===== src/rtl/pwm_sched_pkg.sv =====
// pwm_sched_pkg: shared state encoding, widths and table-entry type for the PWM pattern scheduler
package pwm_sched_pkg;
  localparam int CNT_W = 7;
  localparam int DWELL_W = 8;
  typedef enum logic [1:0] {IDLE, LOAD, RUN, STOP} state_e;
  typedef struct packed {
    logic [CNT_W-1:0]   a;
    logic [CNT_W-1:0]   b;
    logic [DWELL_W-1:0] dwell;
  } entry_t;
  function automatic logic [DWELL_W-1:0] dwell_eff(input logic [DWELL_W-1:0] d);
    return (d == '0) ? DWELL_W'(1) : d;
  endfunction
endpackage


===== src/rtl/pwm_sched_frame_timer.sv =====
// frame_timer: frame counter 0..PERIOD_CYCLES-1 with frame-start (wrap) and last-cycle flags
module frame_timer #(
  parameter int PERIOD_CYCLES = 128
) (
  input  logic clkCore,
  input  logic reset,
  input  logic clr_i,
  input  logic run_i,
  output logic wrap_o,
  output logic end_o
);
  localparam int W = $clog2(PERIOD_CYCLES);
  localparam logic [W-1:0] LAST = W'(PERIOD_CYCLES - 1);
  logic [W-1:0] cnt_q, cnt_d;
  assign wrap_o = cnt_q == '0;
  assign end_o  = cnt_q == LAST;
  // clear, hold, or advance the count, folding back to 0 after the last cycle of a frame
  always_comb cnt_d = clr_i ? '0 : !run_i ? cnt_q : end_o ? '0 : cnt_q + 1'b1;
  // count register with synchronous active-low reset
  always_ff @(posedge clkCore) cnt_q <= !reset ? '0 : cnt_d;
endmodule


===== src/rtl/pwm_sched.sv =====
// pwm_sched: steps a PWM generator through a table of {A, B, dwell} entries; PWM_SCHED_LOOP_EN compiles in looping
module pwm_sched
  import pwm_sched_pkg::*;
#(
  parameter int PERIOD_CYCLES = 128,
  parameter int DEPTH = 4
) (
  input  logic                     clkCore,
  input  logic                     reset,
  input  logic                     wr_en,
  input  logic [$clog2(DEPTH)-1:0] wr_addr,
  input  logic [CNT_W-1:0]         wr_A,
  input  logic [CNT_W-1:0]         wr_B,
  input  logic [DWELL_W-1:0]       wr_dwell,
  input  logic [$clog2(DEPTH)-1:0] last_idx,
  input  logic                     start,
  input  logic                     abort,
  output logic [CNT_W-1:0]         A_val,
  output logic [CNT_W-1:0]         B_val,
  output logic                     load,
  output logic                     en,
  output logic                     busy,
  output logic                     done,
  output logic [$clog2(DEPTH)-1:0] cur_idx
);
  localparam int AW = $clog2(DEPTH);
`ifdef PWM_SCHED_LOOP_EN
  localparam bit LOOP = 1'b1;
`else
  localparam bit LOOP = 1'b0;
`endif
  state_e            state_q, state_d;
  entry_t            tbl_q [DEPTH];
  logic [AW-1:0]     idx_q, idx_d, last_q, last_d, nxt_idx;
  logic [DWELL_W-1:0] dwell_q, dwell_d;
  logic [CNT_W-1:0]  a_q, a_d, b_q, b_d;
  logic              ab_q, ab_d, fin_q, fin_d;
  logic              clr, run, wrap, frame_end, expire, at_last, term;
  frame_timer #(.PERIOD_CYCLES(PERIOD_CYCLES)) u_timer (
    .clkCore(clkCore),
    .reset  (reset),
    .clr_i  (clr),
    .run_i  (run),
    .wrap_o (wrap),
    .end_o  (frame_end)
  );
  assign at_last = idx_q == last_q;
  assign expire  = dwell_q <= DWELL_W'(1);
  assign nxt_idx = at_last ? '0 : idx_q + 1'b1;
  // fin_q marks that the coming wrap ends the sequence: abort seen, or the final entry expired without looping
  assign term    = ab_q | abort | (expire & at_last & !LOOP);
  assign A_val   = a_q;
  assign B_val   = b_q;
  assign cur_idx = idx_q;
  assign busy    = state_q != IDLE;
  // sequencer next state; entry changes are committed on the frame's last cycle so new A/B coincide with the wrap load
  always_comb begin
    state_d = state_q;
    idx_d   = idx_q;
    last_d  = last_q;
    dwell_d = dwell_q;
    a_d     = a_q;
    b_d     = b_q;
    ab_d    = ab_q;
    fin_d   = fin_q;
    clr     = 1'b0;
    run     = 1'b0;
    load    = 1'b0;
    en      = 1'b0;
    done    = 1'b0;
    case (state_q)
      IDLE: begin
        clr = 1'b1;
        if (start) begin
          state_d = LOAD;
          idx_d   = '0;
          last_d  = last_idx;
          dwell_d = dwell_eff(tbl_q[0].dwell);
          a_d     = tbl_q[0].a;
          b_d     = tbl_q[0].b;
          ab_d    = 1'b0;
          fin_d   = 1'b0;
        end
      end
      LOAD: begin
        run     = 1'b1;
        load    = 1'b1;
        en      = 1'b1;
        state_d = RUN;
      end
      RUN: begin
        run  = 1'b1;
        load = wrap;
        en   = !(wrap && fin_q);
        ab_d = ab_q | abort;
        if (wrap && fin_q) state_d = STOP;
        else if (frame_end) begin
          if (term) fin_d = 1'b1;
          else if (expire) begin
            idx_d   = nxt_idx;
            dwell_d = dwell_eff(tbl_q[nxt_idx].dwell);
            a_d     = tbl_q[nxt_idx].a;
            b_d     = tbl_q[nxt_idx].b;
          end else dwell_d = dwell_q - 1'b1;
        end
      end
      STOP: begin
        clr     = 1'b1;
        done    = 1'b1;
        state_d = IDLE;
      end
      default: state_d = IDLE;
    endcase
  end
  // sequencer registers with synchronous active-low reset
  always_ff @(posedge clkCore) begin
    if (!reset) begin
      state_q <= IDLE;
      idx_q   <= '0;
      last_q  <= '0;
      dwell_q <= '0;
      a_q     <= '0;
      b_q     <= '0;
      ab_q    <= 1'b0;
      fin_q   <= 1'b0;
    end else begin
      state_q <= state_d;
      idx_q   <= idx_d;
      last_q  <= last_d;
      dwell_q <= dwell_d;
      a_q     <= a_d;
      b_q     <= b_d;
      ab_q    <= ab_d;
      fin_q   <= fin_d;
    end
  end
  // pattern table: writable only while idle, cleared on reset
  always_ff @(posedge clkCore) begin
    if (!reset) for (int i = 0; i < DEPTH; i++) tbl_q[i] <= '0;
    else if (wr_en && !busy) tbl_q[wr_addr] <= {wr_A, wr_B, wr_dwell};
  end
endmodule


===== config.mk =====
export PLATFORM = sky130hd
export DESIGN_NAME = pwm_sched
export DESIGN_NICKNAME = d
export VERILOG_FILES = /design/src/rtl/pwm_sched_pkg.sv /design/src/rtl/pwm_sched_frame_timer.sv /design/src/rtl/pwm_sched.sv
export SDC_FILE = /design/constraint.sdc
export NUM_CORES = 1
export LEC_CHECK = 0
export CAP_MARGIN = 20
export CORE_MARGIN = 2
export CORE_UTILIZATION = 45
export CTS_BUF_LIST = sky130_fd_sc_hd__clkbuf_8
export CTS_CLUSTER_DIAMETER = 100
export DETAILED_ROUTE_END_ITERATION = 8
export MAX_ROUTING_LAYER = met4
export PLACE_DENSITY_LB_ADDON = 0.1
export SETUP_SLACK_MARGIN = 0.05
export SLEW_MARGIN = 20
export SYNTH_ARGS = -nofsm -noshare
export SYNTH_HDL_FRONTEND = slang
export SYNTH_HIERARCHICAL = 1
export SYNTH_SLANG_ARGS = --single-unit

===== constraint.sdc =====
create_clock -name clkCore -period 6.4 [get_ports clkCore]
set_input_delay 1.28 -clock clkCore [delete_from_list [all_inputs] [get_ports clkCore]]
set_output_delay 1.28 -clock clkCore [all_outputs]
set_load 0.01 [all_outputs]

## Word-level counts from Yosys, hierarchy flattened

Memories as Yosys holds them, arrays and structs flattened.
Index checks and enable logic that the tools add are counted.

| storage, ports and cells | value |
|---|---|
| flip-flop bits (word level) | 37 |
| memory bits (writable) | 88 |
| input bits | 31 |
| output and inout port bits | 20 |
| word-level logic and storage cells | 99 |
| memories kept | 1 |

| operators by class | value |
|---|---|
| add/sub/neg operators | 3 |
| $lt $le $gt $ge | 1 |
| equal/unequal tests | 12 |
| muxes and demuxes | 49 |
| bitwise operators | 4 |
| reduce and logical (&&, ||, !) cells | 20 |

Memory list:

| memory | depth | bits a word | rd ports | clocked after Yosys merged registers in | write ports | line | RTL |
|---|---|---|---|---|---|---|---|
| tbl_q | 4 | 22 | 2 | 0 | 4 | pwm_sched.sv:33 | `entry_t tbl_q [DEPTH];` |

Operator list:

| kind | number |
|---|---|
| 7-bit 2-to-1 mux | 11 |
| 8-bit 2-to-1 mux | 7 |
| 7-bit case mux with 2 select lines | 2 |
| 22-bit 2-to-1 mux | 1 |
| 22-bit OR reduction | 1 |
| 2-bit 2-to-1 mux | 9 |
| 8-bit zero test | 2 |
| 8-bit case mux with 2 select lines | 1 |
| 1-bit 2-to-1 mux | 12 |
| 2-bit != test, second input constant | 6 |
| 5-bit AND reduction | 2 |
| 8-bit by 1-bit <= comparator with 1-bit output, second input constant | 1 |
| 1-bit case mux with 2 select lines | 4 |
| 2-bit case mux with 4 select lines | 1 |
| 8-bit by 1-bit subtractor with 8-bit output, second input constant | 1 |
| 7-bit by 1-bit adder with 7-bit output, second input constant | 1 |
| 7-bit == test, second input constant | 1 |
| 7-bit zero test | 1 |
| 2-bit AND reduction | 3 |
| 6-bit AND reduction | 1 |
| 2-bit OR reduction | 3 |
| 2-bit == test, second input constant | 2 |
| 2-bit case mux with 2 select lines | 1 |
| 2-bit nonzero test | 2 |
| other kinds (10) | 13 |

## Logic depth before layout (Yosys ltp)

Gate-level depths: netlist of run 1.
An unclocked memory read counts as a cell.

| depth | value |
|---|---|
| depth in word-level cells | 10 |
| mapped depth | 12 |
| mapped depth without buffers | 10 |

## Cells and area by module

The synthesis of run 1 kept the hierarchy.

Modules (own cells, without submodules):

| module | instances | cells each | area an instance (um^2) | sequential area each (um^2) |
|---|---|---|---|---|
| pwm_sched | 1 | 532 | 5698.0 | 3243.1 |
| frame_timer | 1 | 44 | 375.4 | 140.1 |

## Least setup slack after synthesis of run 1

No wires, ideal clock.

| path | value |
|---|---|
| path kind | input to register |
| from | input wr_addr[0] |
| to | memory tbl_q[2][0] (netlist name) (enable) |
| library setup time | 432 ps |
| data arrival time | 3017 ps |
| required time | 5968 ps |
| path slack | 2951 ps |
| stages | 2 |
| path buffers | 0 |
| path through | nand2b_1 o21ai_0 |

RTL lines:

| element | line | RTL |
|---|---|---|
| start: declaration | pwm_sched.sv:11 | `input logic [$clog2(DEPTH)-1:0] wr_addr,` |
| end: declaration | pwm_sched.sv:33 |  |

## Worst setup path after layout of run 1

| path | value |
|---|---|
| from | register u_timer.cnt_q[0] |
| to | output en |

| between the ends | value |
|---|---|
| longest elaborated chain between the ends | 4 |

Ends and longest elaborated chain:

| element | line | RTL |
|---|---|---|
| start: declaration | pwm_sched_frame_timer.sv:14 | `logic [W-1:0] cnt_q, cnt_d;` |
| start signal: assignment | pwm_sched_frame_timer.sv:20 | `always_ff @(posedge clkCore) cnt_q <= !reset ? '0 : cnt_d;` |
| 7-bit zero test | pwm_sched_frame_timer.sv:15 | `assign wrap_o = cnt_q == '0;` |
| net wrap | pwm_sched.sv:38 | `logic clr, run, wrap, frame_end, expire, at_last, term;` |
| 1-bit logical AND | pwm_sched.sv:94 | `en = !(wrap && fin_q);` |
| 1-bit zero test | pwm_sched.sv:94 |  |
| 1-bit case mux with 2 select lines | pwm_sched.sv:71 | `case (state_q)` |
| end: declaration | pwm_sched.sv:21 | `output logic en,` |

The timed path passes the listed nets, and every way through them passes these cells.

==> reports/metrics.yaml, run 1 <==
async_flop_share: 0
crit_fanout: 5
finalHoldViolations: 0
timing.rr.end: "B_val[1]"
yosysSeqAreaShare: 0.557
synthCells: 576
vias: 4483
min_period_ps: 3870
reg2reg_from: "dwell_q[2]"
dr.first_iter.drc_count: 406
nets: 660
cts-hold-fix-buffers: 0
antenna_found_initial: 0
io_pins: 51
critPathMaxStageDelay_ps: 470
slew_violations: 0
dp_hpwl_mm: 9.48
yosysUniqueCellTypes: 56
grt_pass1_vias: 4269
fin_skew_ps: 8.72
crit_arrival_ps: 2590
io_buffers: 50
start_util: 0.460
worst_setup_path_end_kind: "output port"
critPathBufInv: 2
critPathLaunchType: "register"
synth_top_family_by_area: "simple AND/OR/NAND/NOR gates"
drive_gt1_frac: 0.0899
synth_top_area_share: 0.435
gp_congestion: 0.900
status: "completed"
cts_made_buffers: 17
cts_resized: 0
path_cells: "inv_1 > ha_1 > or4b_1 > nor3_1 > nand2_1 > a21oi_1 > nor2_1 > clkdlybuf4s50_1"
ir_drop_mv: 0.170
cts_root_buf: "clkbuf_8"
grt_start_max_net_pins: 40
clock-sinks: 125
slew_headroom: 0.295
rows: 42
synthAdderAreaFrac: 0.0165
synth-xor-area-share: 0.0115
wl_mm: 14.2
synth-simple-area-share: 0.218
setup_viol: 0
path_clk_slew_ps: 70
synth_top_cell_by_area: "edfxtp_1"
via_per_inst: 5.53
synthMuxAreaShare: 0.0132
power.density_nw_per_um2: 391
tightest_slew_ps: 1060
combinationalPowerShare: 0.321
hold_end: "u_timer/cnt_q[6]"
clockBufferDepth: 2
whs_ps: 519
die_h_um: 120
synth-compound-area-share: 0.145
placed_cells: 778
drc: 0
syn-num-nets: 615
r2r_slack_ps: 3470
cts_setup_buffers: 0
routedWlPerCell_um: 17.6
h-tree-depth: 4
dieArea_sq_um: 14400
seqPwrFrac: 0.386
overflow: 0
ys.flop_type: "edfxtp_1"
finalCritPeriodShare: 0.604
ant_nets: 0
hold_path.class: "reg2reg"
fmax_ghz: 0.259
switching_share: 0.342
maxCapViolCount: 0
criticalPathCategory: "reg2out"
utilization: 0.545
p_leak_nw: 2.59
core_area_sq_um: 13200
dpl_worst_slack_ps: 2360
netlist_top_cells_count: "and2_1, edfxtp_1, nand2_1, a21oi_1, dfxtp_1"
grt_use_total: 0.213
p_clk_frac: 0.293
worst_ep_required_time_ps: 5120
area.growth.synth_to_final_pct: 18.3
diodes: 0
setup_tns_ps: 0
multi_input_area_sq_um: 2490
worstHoldPathCells: 2
slowest_stage: "clkdlybuf4s50_1"
syn_avg_cell_area_sq_um: 10.5
r2r_cells: 6
synth.most_common_cell: "and2_1"
synth_warnings: 6
synthesis.area_sq_um: 6070
rsz0062_at_grt: "false"
grt_pass1_wl_mm: 22.9
cellInternalPower_mw: 1.85
hold_path_startpoint: "u_timer/cnt_q[6]"
layout_setup_ws_ps: 2530
drtPass1Iterations: 5
p_switching_mw: 0.961
finalNonFillerCells: 810
tritoncts: "done"
dieWidth_um: 120
cp_top_family: "simple AND/OR/NAND/NOR gates"
insertion_delay_ps: 440
synth_area_leaders: "edfxtp_1, dfxtp_1, and2_1"
num-fill-cells: 1147
synth_seq_cells: 125
seq_area_sq_um: 3380
synth-edff-count: 88
==> how the worst max path moves through the flow <==
stage,start,end,cells after the start
2_1_floorplan,wr_addr[0],tbl_q[2][0],2
3_3_place_gp,reset,tbl_q[1][8],6
3_5_place_dp,reset,tbl_q[1][4],6
4_1_cts,u_timer/cnt_q[0],en,8
5_1_grt,u_timer/cnt_q[0],en,8
6_report,u_timer/cnt_q[0],en,8
==> per-stage QoR <==
stage                     area [sq um]  power, mW
after floorplan                   6070       1.75
after global placement            6710       1.99
after detailed placement          6710       2.00
after CTS                         7190       2.82
after global routing              7190       2.96
final                             7190       2.81
==> worst reg2reg max path: stages (launching register included) <==
cell and delay (ps):
dfxtp_1 350, or4_1 630, or3_1 590, o311ai_2 380
and2_1 550, nor4_1 160, nor3_2 200
==> logic make-up after synthesis <==
| kind of cell | count (synthesis) |
|---|---|
| fa+ha+maj | 8 |
| mux | 8 |
| xor+xnor | 8 |
| simple gates | 244 |
| flops | 125 |
| compound gates | 136 |
| buf+inv | 47 |
==> flip-flops by register name, summed over array words and instances, names as in the netlist, 2 cells and up <==
name           count
last_q             2
A_val              7
state_q            2
B_val              7
cur_idx            2
u_timer/cnt_q      7
tbl_q             88
dwell_q            8
==> cells in the final DEF, fill, tap and decap left out, drive strengths merged, types with 15 or more instances in the layout <==
master	count
nand2	59
clkbuf	18
edfxtp	88
nor2	23
inv	16
o21ai	26
clkdlybuf4s50	50
dfxtp	37
nand3	19
and2	90
o221ai	15
a21oi	51
==> power by group through the flow <==
stage	Clock, mW	Sequential (mW)	Combinational [mW]
global route	0.869	1.10	0.990
floorplan	0	1.09	0.665
finish	0.823	1.09	0.904
detailed placement	0	1.10	0.897
CTS	0.834	1.08	0.904
global placement	0	1.10	0.889
==> layout make-up <==
type / instances / share of cell area
Multi-Input combinational cell: 404 / 0.346
Tap cell: 176 / 0.0306
Clock buffer: 18 / 0.0345
Timing Repair Buffer: 60 / 0.0801
Sequential cell: 125 / 0.471
Clock inverter: 14 / 0.0312
Inverter: 13 / 0.00679
==> routing by layer <==
layer / wire, um / vias to the layer above / GRT usage
li1: - / 2181 / -
met1: 6600 / 2143 / 0.288
met2: 6610 / 142 / 0.326
met3: 845 / 17 / 0.0462
met4: 196 / 0 / 0.0640
met5: 0 / - / -
Power figures use the tool's default switching activity.
==> run 2: changes to the inputs <==
==> constraint.sdc (replaced) <==
create_clock -name clkCore -period 3.1 [get_ports clkCore]
set_input_delay 0.62 -clock clkCore [delete_from_list [all_inputs] [get_ports clkCore]]
set_output_delay 0.62 -clock clkCore [all_outputs]
set_load 0.01 [all_outputs]
==> run 2 against run 1 <==
Total power up 99%. Clock skew grew 9.3 ps. Clock-buffer cell count rose by 4. Wire length up 3.5%. Sequential share of layout area shrank 0.22 points. Worst setup slack worse by 2200 ps. Non-clock buffer count increased by 14. Cell area increased by 0.47%. Utilization is 0.26 points higher. Clock power rose by 68%. Combinational power grew 120%.
==> reports/metrics.yaml, run 2 (same netlist as run 1, synthesis figures left out) <==
status: "completed"
nets: 674  # +2.1%
grt_start_max_net_pins: 25  # -38%
gp_congestion: 0.875  # -2.8%
clock-sinks: 125  # unchanged
cp_top_family: "simple AND/OR/NAND/NOR gates"
hold_end: "dwell_q[1]"
timing.rr.end: "cur_idx[1]"
grt-busiest-layer: "met2"
combinationalPowerShare: 0.354  # +0.033
worstHoldPathCells: 2  # unchanged
worst_setup_path_end_kind: "output port"
rows: 42  # unchanged
p_switching_mw: 2.00  # +110%
use_met1: 0.303  # +0.0149
use_met2: 0.348  # +0.0220
worst_ep_required_time_ps: 2480  # -2640 ps
crit_arrival_ps: 2150  # -440 ps
ant_nets: 0  # unchanged
grt_pass1_wl_mm: 24.4  # +6.5%
grt_pass1_vias: 4558  # +6.8%
vias: 4549  # +1.5%
wl_mm: 14.7  # +3.5%
reg2reg_from: "dwell_q[2]"
crit_fanout: 5  # unchanged
die_h_um: 120  # unchanged
final_common_cell: "and2_1"
num-fill-cells: 1189  # +3.7%
criticalPathCategory: "reg2out"
dp_hpwl_mm: 9.90  # +4.4%
setup_viol: 0  # unchanged
final_area_sq_um: 7220  # +0.47%
top_regs: "tbl_q x88, dwell_q x8"
mostFrequentLayoutCells: "and2_1, edfxtp_1, nand2_1, a21oi_1, clkdlybuf4s50_1"
p_clk_frac: 0.247  # -0.046
critPathBufInv: 2  # unchanged
rsz0062_at_grt: "false"
drtPass1Iterations: 4  # -1
regMostFlops: "tbl_q"
drc: 0  # unchanged
hold_path_startpoint: "dwell_q[1]"
setup_tns_ps: 0  # unchanged
maxCapViolCount: 0  # unchanged
dieArea_sq_um: 14400  # unchanged
overflow: 0  # unchanged
critPathMaxStageDelay_ps: 470  # about the same
r2r_cells: 7  # +1
antenna_found_initial: 0  # unchanged
io_pins: 51  # unchanged
cts_setup_buffers: 0  # unchanged
diodes: 0  # unchanged
ir_drop_mv: 0.329  # +93%
gr-usage-met3: 0.0524  # +0.00613
slew_headroom: 0.315  # +0.0200
core_area_sq_um: 13200  # unchanged
finalHoldViolations: 0  # unchanged
finalCritPeriodShare: 0.894
dr.first_iter.drc_count: 407  # +0.25%
drive_gt1_frac: 0.117  # +0.0274
area.growth.synth_to_final_pct: 18.9
tightest_slew_ps: 1030  # -30.2 ps
slowest_stage: "or4b_4"
placed_cell_area_sq_um: 6810  # +1.5%
slew_violations: 0  # unchanged
cts-hold-fix-buffers: 0  # unchanged
io_buffers: 50  # unchanged
start_util: 0.460  # unchanged
tritoncts: "done"
clockBufferDepth: 2  # unchanged
fin_skew_ps: 18.0  # +9.33 ps
hold_path.class: "reg2reg"
critPathLaunchType: "register"
min_period_ps: 2770
dieWidth_um: 120  # unchanged
power.density_nw_per_um2: 774  # +98%
grt_use_total: 0.227  # +0.0138
cts_made_buffers: 17  # unchanged
r2r_slack_ps: 340  # -3130 ps
seqPwrFrac: 0.400  # +0.014
fmax_ghz: 0.361
path_clk_slew_ps: 70  # about the same
h-tree-depth: 4  # unchanged
via_per_inst: 5.52  # -0.25%
insertion_delay_ps: 460  # +20 ps
cts_root_buf: "clkbuf_8"
routedWlPerCell_um: 17.9  # +1.7%
largest_register_ffs: 88  # unchanged
switching_share: 0.358  # +0.0162
p_leak_nw: 2.64  # +2.0%
path_cells: "inv_1 > ha_1 > or4b_4 > nor3_4 > a21oi_1 > nor2_1 > dlygate4sd2_1"
cellInternalPower_mw: 3.59  # +94%
[run 2: through the flow]
stage | utilization | instances | hold slack (ps) | worst slack [ps] | power [mW]
2_1_floorplan | - | 576 | 474 | 191 | 3.62
3_3_place_gp | 0.516 | 792 | 494 | 324 | 4.20
3_5_place_dp | 0.516 | 792 | 521 | 305 | 4.23
4_1_cts | 0.546 | 824 | 530 | 12.5 | 5.63
5_1_grt | 0.547 | 824 | 567 | 159 | 5.96
6_report | 0.547 | 824 | 530 | 329 | 5.59
[run 2: layer usage]
layer,share of wire,vias to the layer above
met2,0.47,104
met4,0.011,0
met3,0.045,17
met1,0.48,2219
met5,0,-
li1,-,2209
[run 2: worst register-to-register path, cell delays in order, from the launching register on]
cell       delay [ps]
dfxtp_1           350
or4_1             640
or3_1             450
o311ai_2          350
and2_1            370
buf_4             230
a2bb2oi_1         170
o21ai_0            90
[run 2: layout make-up]
class / count / area [sq um] / share of cell area
Sequential cell: 125 / 3380 / 0.469
Multi-Input combinational cell: 404 / 2490 / 0.345
Timing Repair Buffer: 74 / 682 / 0.0945
Clock buffer: 22 / 303 / 0.0419
Tap cell: 176 / 220 / 0.0305
Clock inverter: 10 / 88.8 / 0.0123
Inverter: 13 / 48.8 / 0.00676
[run 2: timing repair]
action,4_1_cts,5_1_grt
gates resized for setup,2,3
pin swaps,0,1
setup endpoints to repair,2,1
gates cloned,0,0
hold endpoints to repair,0,0
[run 2: worst max path at each step]
stage,startpoint,end,slack (ps),cells after the start
final,u_timer/cnt_q[0],load,330,7
after global routing,u_timer/cnt_q[0],load,160,7
after CTS,u_timer/cnt_q[0],en,10,8
after detailed placement,start,A_val[3],300,7
after global placement,start,dwell_q[2],320,8
after floorplan,state_q[0],tbl_q[3][0],190,5
[run 2: power by group through the flow]
stage	logic, mW	registers, mW	clock network [mW]
after floorplan	1.37	2.25	0
after global placement	1.95	2.26	0
after detailed placement	1.97	2.27	0
after CTS	1.98	2.23	1.41
after global routing	2.20	2.27	1.49
final	1.98	2.23	1.38
